### src/rtl/sort_sensor_frontend.sv
// sort_sensor_frontend: synchronise/debounce three item sensors and time each item.
// `SORT_ITEM_COUNT_EN adds saturating per-type item counters.
module sort_sensor_frontend #(
    parameter int DEBOUNCE_CYCLES = 4,
    parameter int HOLD_CYCLES     = 8
) (
    input  logic       clk,
    input  logic       reset,
    input  logic       start,
    input  logic       raw_bowl,
    input  logic       raw_chopstick,
    input  logic       raw_plate,
    output logic       detect_bowl,
    output logic       detect_chopstick,
    output logic       detect_plate,
    output logic       timeout,
    output logic       busy,
    output logic       conflict,
    output logic [7:0] cnt_bowl,
    output logic [7:0] cnt_chopstick,
    output logic [7:0] cnt_plate
);
    typedef enum logic [1:0] {
        IDLE,
        DETECT,
        TIMEOUT,
        WAIT_CLEAR
    } state_t;

    localparam logic [7:0] DB_LAST   = 8'(DEBOUNCE_CYCLES - 1);
    localparam logic [7:0] HOLD_LAST = 8'(HOLD_CYCLES - 1);

    logic [2:0] raw;
    logic [2:0] sync1;
    logic [2:0] sync2;
    logic [2:0] level;
    logic [7:0] db_cnt [3];
    logic       multi;

    state_t     state;
    state_t     state_nx;
    logic [2:0] item;
    logic [2:0] item_nx;
    logic [7:0] hold_cnt;
    logic [7:0] hold_nx;
    logic       conflict_nx;

    assign raw = {raw_plate, raw_chopstick, raw_bowl};
    // clearing the lowest set bit leaves something only if two or more are set
    assign multi = (level & (level - 3'd1)) != 3'd0;
    assign busy = state != IDLE;

    always_ff @(posedge clk) begin
        if (reset) begin
            sync1 <= 3'b000;
            sync2 <= 3'b000;
            level <= 3'b000;
            for (int i = 0; i < 3; i++) begin
                db_cnt[i] <= 8'd0;
            end
        end else begin
            sync1 <= raw;
            sync2 <= sync1;
            for (int i = 0; i < 3; i++) begin
                if (sync2[i] == level[i]) begin
                    db_cnt[i] <= 8'd0;
                end else if (db_cnt[i] == DB_LAST) begin
                    level[i]  <= ~level[i];
                    db_cnt[i] <= 8'd0;
                end else begin
                    db_cnt[i] <= db_cnt[i] + 8'd1;
                end
            end
        end
    end

    always_comb begin
        state_nx    = state;
        item_nx     = item;
        hold_nx     = hold_cnt;
        conflict_nx = 1'b0;
        unique case (state)
            IDLE: begin
                if (start && level != 3'b000) begin
                    if (multi) begin
                        conflict_nx = 1'b1;
                        state_nx    = WAIT_CLEAR;
                    end else begin
                        item_nx  = level;
                        hold_nx  = 8'd0;
                        state_nx = DETECT;
                    end
                end
            end
            DETECT: begin
                if (hold_cnt == HOLD_LAST) begin
                    state_nx = TIMEOUT;
                end else begin
                    hold_nx = hold_cnt + 8'd1;
                end
            end
            TIMEOUT: state_nx = WAIT_CLEAR;
            WAIT_CLEAR: begin
                if (level == 3'b000) begin
                    state_nx = IDLE;
                end
            end
            default: state_nx = IDLE;
        endcase
    end

    // outputs are registered from the current state, one cycle behind it
    always_ff @(posedge clk) begin
        if (reset) begin
            state            <= IDLE;
            item             <= 3'b000;
            hold_cnt         <= 8'd0;
            detect_bowl      <= 1'b0;
            detect_chopstick <= 1'b0;
            detect_plate     <= 1'b0;
            timeout          <= 1'b0;
            conflict         <= 1'b0;
        end else begin
            state    <= state_nx;
            item     <= item_nx;
            hold_cnt <= hold_nx;
            {detect_plate, detect_chopstick, detect_bowl} <=
                (state == DETECT) ? item : 3'b000;
            timeout  <= state == TIMEOUT;
            conflict <= conflict_nx;
        end
    end

`ifdef SORT_ITEM_COUNT_EN
    logic [7:0] cnt [3];

    always_ff @(posedge clk) begin
        if (reset) begin
            for (int i = 0; i < 3; i++) begin
                cnt[i] <= 8'd0;
            end
        end else if (state == TIMEOUT) begin
            for (int i = 0; i < 3; i++) begin
                if (item[i] && cnt[i] != 8'hFF) begin
                    cnt[i] <= cnt[i] + 8'd1;
                end
            end
        end
    end

    assign cnt_bowl      = cnt[0];
    assign cnt_chopstick = cnt[1];
    assign cnt_plate     = cnt[2];
`else
    assign cnt_bowl      = 8'd0;
    assign cnt_chopstick = 8'd0;
    assign cnt_plate     = 8'd0;
`endif

endmodule

### config.mk
export PLATFORM = sky130hd
export DESIGN_NAME = sort_sensor_frontend
export DESIGN_NICKNAME = d
export VERILOG_FILES = /design/src/rtl/sort_sensor_frontend.sv
export SDC_FILE = /design/constraint.sdc
export NUM_CORES = 1
export LEC_CHECK = 0
export ABC_AREA = 0
export BUFFER_PORTS_ARGS = -buffer_cell sky130_fd_sc_hd__buf_2
export CORE_MARGIN = 2
export CORE_UTILIZATION = 40
export CTS_BUF_LIST = sky130_fd_sc_hd__clkbuf_8
export DETAILED_ROUTE_END_ITERATION = 16
export GPL_TIMING_DRIVEN = 0
export PLACE_DENSITY = 0.6
export SYNTH_ARGS = -nofsm -noshare
export SYNTH_HDL_FRONTEND = slang
export SYNTH_SLANG_ARGS = --single-unit
export TNS_END_PERCENT = 50
### constraint.sdc
create_clock -name clk -period 5.3 [get_ports clk]
set_clock_uncertainty 0.2 [all_clocks]
set_input_delay 1.06 -clock clk [delete_from_list [all_inputs] [get_ports clk]]
set_output_delay 1.06 -clock clk [all_outputs]
set_load 0.01 [all_outputs]
## Yosys cells after proc, flatten, opt, wreduce, memory -nomap -nowiden

Memory sizes are Yosys's and may differ from the RTL's.
Cells that the tools add are included.

| storage, ports and cells | value |
|---|---|
| bits in registers | 27 |
| word-level logic and storage cells | 123 |
| output and inout bits | 30 |
| memories kept | 1 |
| input port bits | 6 |
| memory bits (writable) | 24 |

| cells by class | value |
|---|---|
| add/sub/neg operators | 5 |
| equality and inequality tests | 15 |
| bitwise operators | 20 |
| multiplexer cells | 54 |
| reduce and logical (&&, ||, !) cells | 15 |

Memories:

| memory | depth | width | read ports | clocked after memory_dff | wr ports | line | source |
|---|---|---|---|---|---|---|---|
| db_cnt | 3 | 8 | 3 | 0 | 3 | 37 | `logic [7:0] db_cnt [3];` |

Operator list:

| kind | count |
|---|---|
| $mux 8 | 12 |
| $mux 1 | 36 |
| $add 8x1->8 const B | 4 |
| $eq 8x2->1 const B | 3 |
| $pmux 8 s2 | 1 |
| $ne 2x2->1 const B | 5 |
| $not 1->1 | 10 |
| $or 1x1->1 | 9 |
| $eq 8x3->1 const B | 1 |
| $mux 2 | 4 |
| $pmux 2 s4 | 1 |
| $reduce_and 2->1 | 3 |
| $reduce_and 3->1 | 2 |
| $reduce_bool 3->1 | 2 |
| $eq 2x2->1 const B | 2 |
| $reduce_and 4->1 | 1 |
| $reduce_bool 2->1 | 2 |
| $and 3x3->3 | 1 |
| $eq 1x1->1 | 3 |
| $logic_not 3->1 | 1 |
| $reduce_or 3->1 | 1 |
| $sub 3x1->3 const B | 1 |
| $eq 2x1->1 const B | 1 |
| $logic_not 2->1 | 1 |
| 2 further kinds | 2 |

## Depth between registers and ports, before layout

Gate-level depths: netlist (run 1).
An unclocked memory read counts as a cell.

| depth | value |
|---|---|
| depth after elaboration | 8 |
| mapped depth | 7 |
| gate-level depth less buffers | 6 |

## Worst setup path after synthesis (run 1)

Ideal clock, no wire load.

| timing | value |
|---|---|
| kind | input to register |
| start | input port reset |
| end | register item[1] |
| setup slack | 3.101 ns |
| required time | 4.983 ns |
| data arrival time | 1.881 ns |
| library setup time | 0.117 ns |
| cell stages on the path | 4 |
| buffers on the path | 3 |
| cells stage by stage | clkbuf_1 -> buf_1 -> buf_2 -> nor2_1 |

RTL lines:

| what | line | source |
|---|---|---|
| from (decl) | 8 | `input logic reset,` |
| to (signal assigned) | 125 | `item <= item_nx;` |
| to (decl) | 42 | `logic [2:0] item;` |

No word-level cell between the ends.

## Final worst setup path (run 1)

| timing | value |
|---|---|
| start | register state[1] |
| end | output port busy |

| on the way | value |
|---|---|
| cells in the longest elaborated chain, start to end | 1 |

Ends and longest elaborated chain:

| what | line | source |
|---|---|---|
| from (decl) | 40 | `state_t state;` |
| from (signal assigned) | 124 | `state <= state_nx;` |
| $reduce_bool 2->1 | 51 | `assign busy = state != IDLE;` |
| to (decl) | 17 | `output logic busy,` |

Every way passes these cells.

==> impl_metrics.py, run 1 <==
metrics = {
    "worst_setup_path": {
        "arrival_ns": 1.21,
        "r2r_setup_slack_ns": 3.29,
        "critical-path-slowest-cell": "dfxtp_1",
        "critPathKind": "reg -> out",
        "crit_path_max_incr_delay_ns": 0.41,
        "worst-path-max-fanout": 4,
        "crit_top_cell": "inv_1",
        "worstPathRequired_ns": 4.04,
        "cp_cell_sequence": "inv_1 > ha_1 > inv_1 > buf_2",
        "crit_buf_inv": 3,
        "cpLargestDelayFamily": "flip-flops",
        "worstSetupStartpointType": "register",
        "setup.worst_path.end_class": "output pin",
    },
    "global_routing": {
        "antenna_found_initial": 0,
        "grt_pass1_wl_um": 7630,
        "grt_pass1_vias": 1771,
        "grt_start_max_net_pins": 16,
        "track_usage": 0.128,
        "busiest_layer": "met2",
        "use_met1": 0.163,
        "grt_overflow": 0,
        "gr-usage-met2": 0.210,
        "grt.met3_usage": 0.0343,
    },
    "synthesis": {
        "synth_cells": 277,
        "yosysSeqAreaShare": 0.462,
        "syn_area_per_cell_um2": 9.85,
        "ys_ff_latch": 51,
        "ys_types": 49,
        "ys.flop_type": "dfxtp_1",
        "synth_top_area_share": 0.264,
        "netlist_area_um2": 2730,
        "netlist_top_cells_area": "edfxtp_1 26%, dfxtp_1 20%, buf_4 6.6%",
        "async_flop_share": 0,
        "synth_top_cell_by_area": "edfxtp_1",
        "yosysWarningCount": 0,
        "synth_edf_count": 24,
    },
    "clock_network": {
        "cts_resized": 0,
        "clk_pin_slew_ns": 0.09,
        "cts_tree": "built",
        "insertion_delay_ns": 0.30,
        "hold_buffers": 0,
        "clk_path_buf_depth": 2,
        "clkSinkCount": 51,
        "root_buffer": "clkbuf_8",
        "htree_levels": 2,
        "cts_setup_buffers": 0,
        "cts-buffers-inserted": 5,
    },
    "die": {
        "pin_count": 36,
        "start_util": 0.408,
        "rows": 30,
        "die_h_um": 86.6,
        "die_w_um": 86.6,
        "die_area_um2": 7500,
        "coreArea_um2": 6680,
    },
    "place": {
        "dp_cells": 413,
        "gp_congestion": 0.819,
        "dp_hpwl_um": 3360,
        "port_buffers": 10,
    },
    "flow_run": {
        "max-cap-violations": 0,
    },
    "sta": {
        "slew_viol_final": 0,
        "fin_crit_sh": 0.466,
        "setup_viol": 0,
        "finalHoldViolations": 0,
        "max_freq_mhz": 405,
        "finalCriticalPeriod_ns": 2.47,
        "finalSetupTns_ns": 0,
        "rsz0062_at_grt": "false",
    },
    "layout": {
        "drive_gt1_frac": 0.152,
        "fin_cells": 421,
        "diodes": 0,
        "finalNetCount": 354,
        "areaGrowthSynthToFinish_pct": 16.1,
    },
    "route": {
        "drt-wirelength-per-cell_um": 10.7,
        "ant_nets": 0,
        "drc": 0,
        "wirelength_um": 4500,
        "dr.pass1.iters": 4,
        "vias_per_cell": 4.66,
        "vias": 1962,
        "drt_iter0_markers": 82,
    },
    "run_status": {
        "status": "complete, no violations",
    },
    "power": {
        "power_density_nw_per_um2": 254,
        "cellLeakagePower_nw": 1.34,
        "ir_drop_mv": 0.136,
    },
    "hold_path": {
        "hold_class": "reg -> reg",
    },
}
Yosys cell counts (2+ instances only):
cell type and number:
nor2_1 37, dfxtp_1 27, buf_4 24, edfxtp_1 24
nand3_1 20, nand2_1 16, xor2_1 14, and3_1 11
xnor2_1 9, ha_1 8, nor2b_1 8, a21oi_1 6
nor3_1 6, a31oi_1 5, nand2b_1 5, inv_1 4
o21ai_0 4, a211o_1 3, and2_1 3, buf_2 3
mux2i_1 3, nor4b_1 3, o2bb2ai_1 3, buf_6 2
clkbuf_1 2, conb_1 2, nand4b_1 2, o31ai_1 2
sequential cells by signal (all words and copies together) (netlist names):
| register | cells |
|---|---|
| conflict | 1 |
| sync2 | 3 |
| item | 3 |
| state | 2 |
| sync1 | 3 |
| db_cnt | 24 |
| detect_bowl | 1 |
| hold_cnt | 8 |
| level | 3 |
| detect_chopstick | 1 |
| timeout | 1 |
| detect_plate | 1 |
kinds of logic (layout without fill, tap and decap cells):
group                    count (synthesis)  after routing  share of synthesized area
XOR/XNOR                                24             24                     0.0798
adder cells (fa/ha/maj)                  8              8                     0.0367
flip-flops                              51             51                      0.462
other                                    2             48                    0.00275
buffers and inverters                   36             54                     0.0894
AND/OR/NAND/NOR                        119            119                      0.223
multiplexers                             3              3                     0.0110
AO/OA/AOI/OAI                           34             34                     0.0954
metrics by stage:
stage / utilization / setup slack [ns] / area, um^2 / power (mW) / hold WS (ns)
finish: 0.474 / 2.83 / 3170 / 0.804 / 0.238
floorplan: - / 3.10 / 2900 / 0.515 / 0.214
global placement: 0.457 / 2.65 / 3050 / 0.532 / 0.221
CTS: 0.474 / 2.83 / 3170 / 0.814 / 0.242
global route: 0.474 / 2.76 / 3170 / 0.841 / 0.251
detailed placement: 0.457 / 2.69 / 3050 / 0.533 / 0.220
path summary, 6_finish.rpt:
check,start,end,depth (start not counted)
hold / removal,sync1[1],sync2[1],1
setup / recovery,state[1],busy,4
setup reg to reg,db_cnt[2][0],db_cnt[2][4],5
hold reg to reg,sync1[1],sync2[1],1
where the power goes:
group / total [mW] / switching [mW] / internal, mW / leakage [nW]
registers: 0.433 / 0.0101 / 0.423 / 0.466
logic: 0.0912 / 0.0530 / 0.0383 / 0.817
clock network: 0.279 / 0.126 / 0.153 / 0.0612
total: 0.804 / 0.189 / 0.615 / 1.34
area by class of cell:
class,instances,area [um^2]
fill,670,3510
multi-input combinational,236,1400
inverter,4,15.0
clock inverter,2,35.0
buffer,32,229
timing repair buffer,10,50.0
clock buffer,6,82.6
sequential,51,1260
tap,80,100
cell usage in the layout (no fill, tap or decap), types with 3 or more instances in the layout:
| cell | count |
|---|---|
| conb_1 | 48 |
| nor2b_1 | 8 |
| and3_1 | 11 |
| and2_1 | 3 |
| a21oi_1 | 6 |
| nor3_1 | 6 |
| nand2_1 | 16 |
| nor2_1 | 37 |
| xnor2_1 | 9 |
| buf_2 | 13 |
| dfxtp_1 | 27 |
| nand3_1 | 20 |
| mux2i_1 | 3 |
| edfxtp_1 | 24 |
| xor2_1 | 14 |
| clkbuf_8 | 6 |
| o21ai_0 | 4 |
| inv_1 | 4 |
| o2bb2ai_1 | 3 |
| a211o_1 | 3 |
| a31oi_1 | 5 |
| nor4b_1 | 3 |
| nand2b_1 | 5 |
| buf_4 | 24 |
| ha_1 | 8 |
per-layer routing:
layer | up-vias | routed length [um]
li1 | 1027 | -
met1 | 891 | 2230
met2 | 39 | 2030
met3 | 5 | 174
met4 | 0 | 65
met5 | - | 0
(Power assumes the default switching activity.)
==> inputs of run 2 (changes only) <==
--- a/config.mk
+++ b/config.mk
@@ -5,7 +5,7 @@
 export SDC_FILE = /design/constraint.sdc
 export NUM_CORES = 1
 export LEC_CHECK = 0
-export ABC_AREA = 0
+export ABC_AREA = 1
 export BUFFER_PORTS_ARGS = -buffer_cell sky130_fd_sc_hd__buf_2
 export CORE_MARGIN = 2
 export CORE_UTILIZATION = 40
==> constraint.sdc (replaced) <==
create_clock -name clk -period 2.4 [get_ports clk]
set_clock_uncertainty 0.2 [all_clocks]
set_input_delay 0.48 -clock clk [delete_from_list [all_inputs] [get_ports clk]]
set_output_delay 0.48 -clock clk [all_outputs]
set_load 0.01 [all_outputs]
==> run 2 against run 1 <==
Effect of this change: flip-flop and latch count unchanged; critical path depth stayed put; largest cell class is now registers; combinational power rose to 4.8 times the previous value; wire length down 5.4%; first-iteration DRC count down 40%; clock-buffer cell count unchanged; register-to-register slack got worse by 2.6 ns; worst hold slack worse by 0.061 ns; highest routed layer unchanged; synthesized cell count grew 14%; critical path type unchanged.
==> impl_metrics.py, run 2 <==
metrics = {
    "global_routing": {
        "grt_pass1_vias": 1786,
        "grt.met3_usage": 0.0298,
        "busiest_layer": "met2",
        "use_met1": 0.176,
        "grt_overflow": 0,
        "antenna_found_initial": 0,
        "grt_pass1_wl_um": 7760,
        "grt_start_max_net_pins": 16,
        "track_usage": 0.132,
        "gr-usage-met2": 0.209,
    },
    "run_status": {
        "status": "complete, no violations",
    },
    "flow_run": {
        "max-cap-violations": 0,
    },
    "power": {
        "power_mw": 2.03,
        "ir_drop_mv": 0.397,
        "cellLeakagePower_nw": 1.42,
        "power_density_nw_per_um2": 654,
    },
    "worst_setup_path": {
        "critPathKind": "reg -> out",
        "setup.worst_path.end_class": "output pin",
        "worstPathRequired_ns": 1.72,
        "worstSetupStartpointType": "register",
        "worst-path-max-fanout": 6,
        "arrival_ns": 1.27,
    },
    "synthesis": {
        "yosysMostFrequentCell": "nor2_1",
        "netlist_area_um2": 2670,
        "syn_area_per_cell_um2": 8.46,
        "ys_ff_latch": 51,
        "synth_cells": 315,
        "netlist_top_cells_area": "edfxtp_1 27%, dfxtp_1 20%, nor2_1 6.9%",
        "yosysWarningCount": 0,
        "ys.flop_type": "dfxtp_1",
        "async_flop_share": 0,
        "yosysSeqAreaShare": 0.473,
        "synth_top_cell_by_area": "edfxtp_1",
        "yosys-top-cells-count": "49 x nor2_1, 41 x nand2_1, 40 x inv_1",
        "ys_types": 29,
        "synth_edf_count": 24,
        "synth_top_area_share": 0.270,
    },
    "clock_network": {
        "cts_resized": 0,
        "clkSinkCount": 51,
        "root_buffer": "clkbuf_8",
        "cts_setup_buffers": 0,
        "htree_levels": 2,
        "hold_buffers": 0,
        "clk_pin_slew_ns": 0.09,
        "cts_tree": "built",
        "insertion_delay_ns": 0.30,
        "cts-buffers-inserted": 5,
        "clk_path_buf_depth": 2,
    },
    "sta": {
        "fin_crit_sh": 0.813,
        "finalCriticalPeriod_ns": 1.95,
        "slew_headroom": 0.649,
        "tightest_slew_ns": 0.527,
        "setup_viol": 0,
        "slew_viol_final": 0,
        "finalSetupTns_ns": 0,
        "max_freq_mhz": 512,
        "worst_hold_slack_ns": 0.177,
        "setup_ws_ns": 0.448,
        "rsz0062_at_grt": "false",
        "finalHoldViolations": 0,
    },
    "die": {
        "start_util": 0.418,
        "die_w_um": 85.6,
        "die_area_um2": 7340,
        "coreArea_um2": 6390,
        "pin_count": 36,
        "rows": 29,
        "die_h_um": 85.6,
    },
    "layout": {
        "largest_reg_flops": 24,
        "reg.largest.list": "db_cnt (24), hold_cnt (8)",
        "max_flop_register": "db_cnt",
        "nFillCells": 659,
        "drive_gt1_frac": 0.169,
        "stdcell_area_um2": 3100,
        "final_common_cell": "nor2_1",
        "areaGrowthSynthToFinish_pct": 16.4,
        "diodes": 0,
        "final_cell_mix": "49 x nor2_1, 48 x conb_1, 41 x nand2_1, 40 x inv_1, 27 x dfxtp_1",
        "final_util": 0.486,
        "finalNetCount": 392,
        "fin_cells": 456,
    },
    "route": {
        "ant_nets": 0,
        "drt-wirelength-per-cell_um": 9.34,
        "dr.pass1.iters": 4,
        "vias_per_cell": 4.22,
        "drt_iter0_markers": 49,
        "vias": 1924,
        "drc": 0,
        "wirelength_um": 4260,
    },
    "place": {
        "gp_congestion": 0.779,
        "dp_hpwl_um": 3350,
        "placed_cell_area_um2": 2990,
        "pre_cts_slack_ns": 0.468,
        "dp_cells": 448,
        "port_buffers": 10,
    },
    "hold_path": {
        "hold_class": "in -> reg",
    },
}
-- run 2: cell families after synthesis --
family                     after synthesis  share of synthesized area
adders and majority gates                8                     0.0375
buffers and inverters                   69                      0.131
DFF                                     51                      0.473
AOI/OAI and AO/OA                       31                     0.0704
and+or+nand+nor                        141                      0.242
xor gates and xnor gates                13                     0.0427
other                                    2                    0.00282
-- run 2: final cells by class --
type | count | area [um^2] | share of cell area
buffer | 27 | 193 | 0.0621
clock buffer | 6 | 82.6 | 0.0266
clock inverter | 2 | 35.0 | 0.0113
inverter | 42 | 158 | 0.0508
multi-input combinational | 241 | 1230 | 0.396
sequential | 51 | 1260 | 0.406
tap | 77 | 96.3 | 0.0310
timing repair buffer | 10 | 50.0 | 0.0161
-- run 2: metal layers --
metal | up-vias | wire [um]
met5 | - | 0
met4 | 0 | 74
met3 | 4 | 177
met2 | 35 | 1940
met1 | 825 | 2070
li1 | 1060 | -
-- run 2: where the power goes --
part	internal [mW]	switching (mW)	leakage, nW
clock network	0.337	0.269	0.0612
logic	0.151	0.287	0.890
registers	0.952	0.0324	0.467
-- run 2: worst max-delay path: stages, from the launching register on --
cell and delay [ns]:
dfxtp_1 0.37, inv_1 0.09, ha_1 0.29, inv_1 0.10
buf_2 0.13
-- run 2: worst paths after layout --
| check | startpoint | to | slack [ns] | cells after the start |
|---|---|---|---|---|
| setup / recovery | state[0] | busy | 0.45 | 4 |
| hold / removal | raw_bowl | sync1[0] | 0.18 | 3 |
| setup reg to reg | db_cnt[2][0] | db_cnt[2][3] | 0.65 | 6 |
| hold reg to reg | sync1[0] | sync2[0] | 0.21 | 2 |
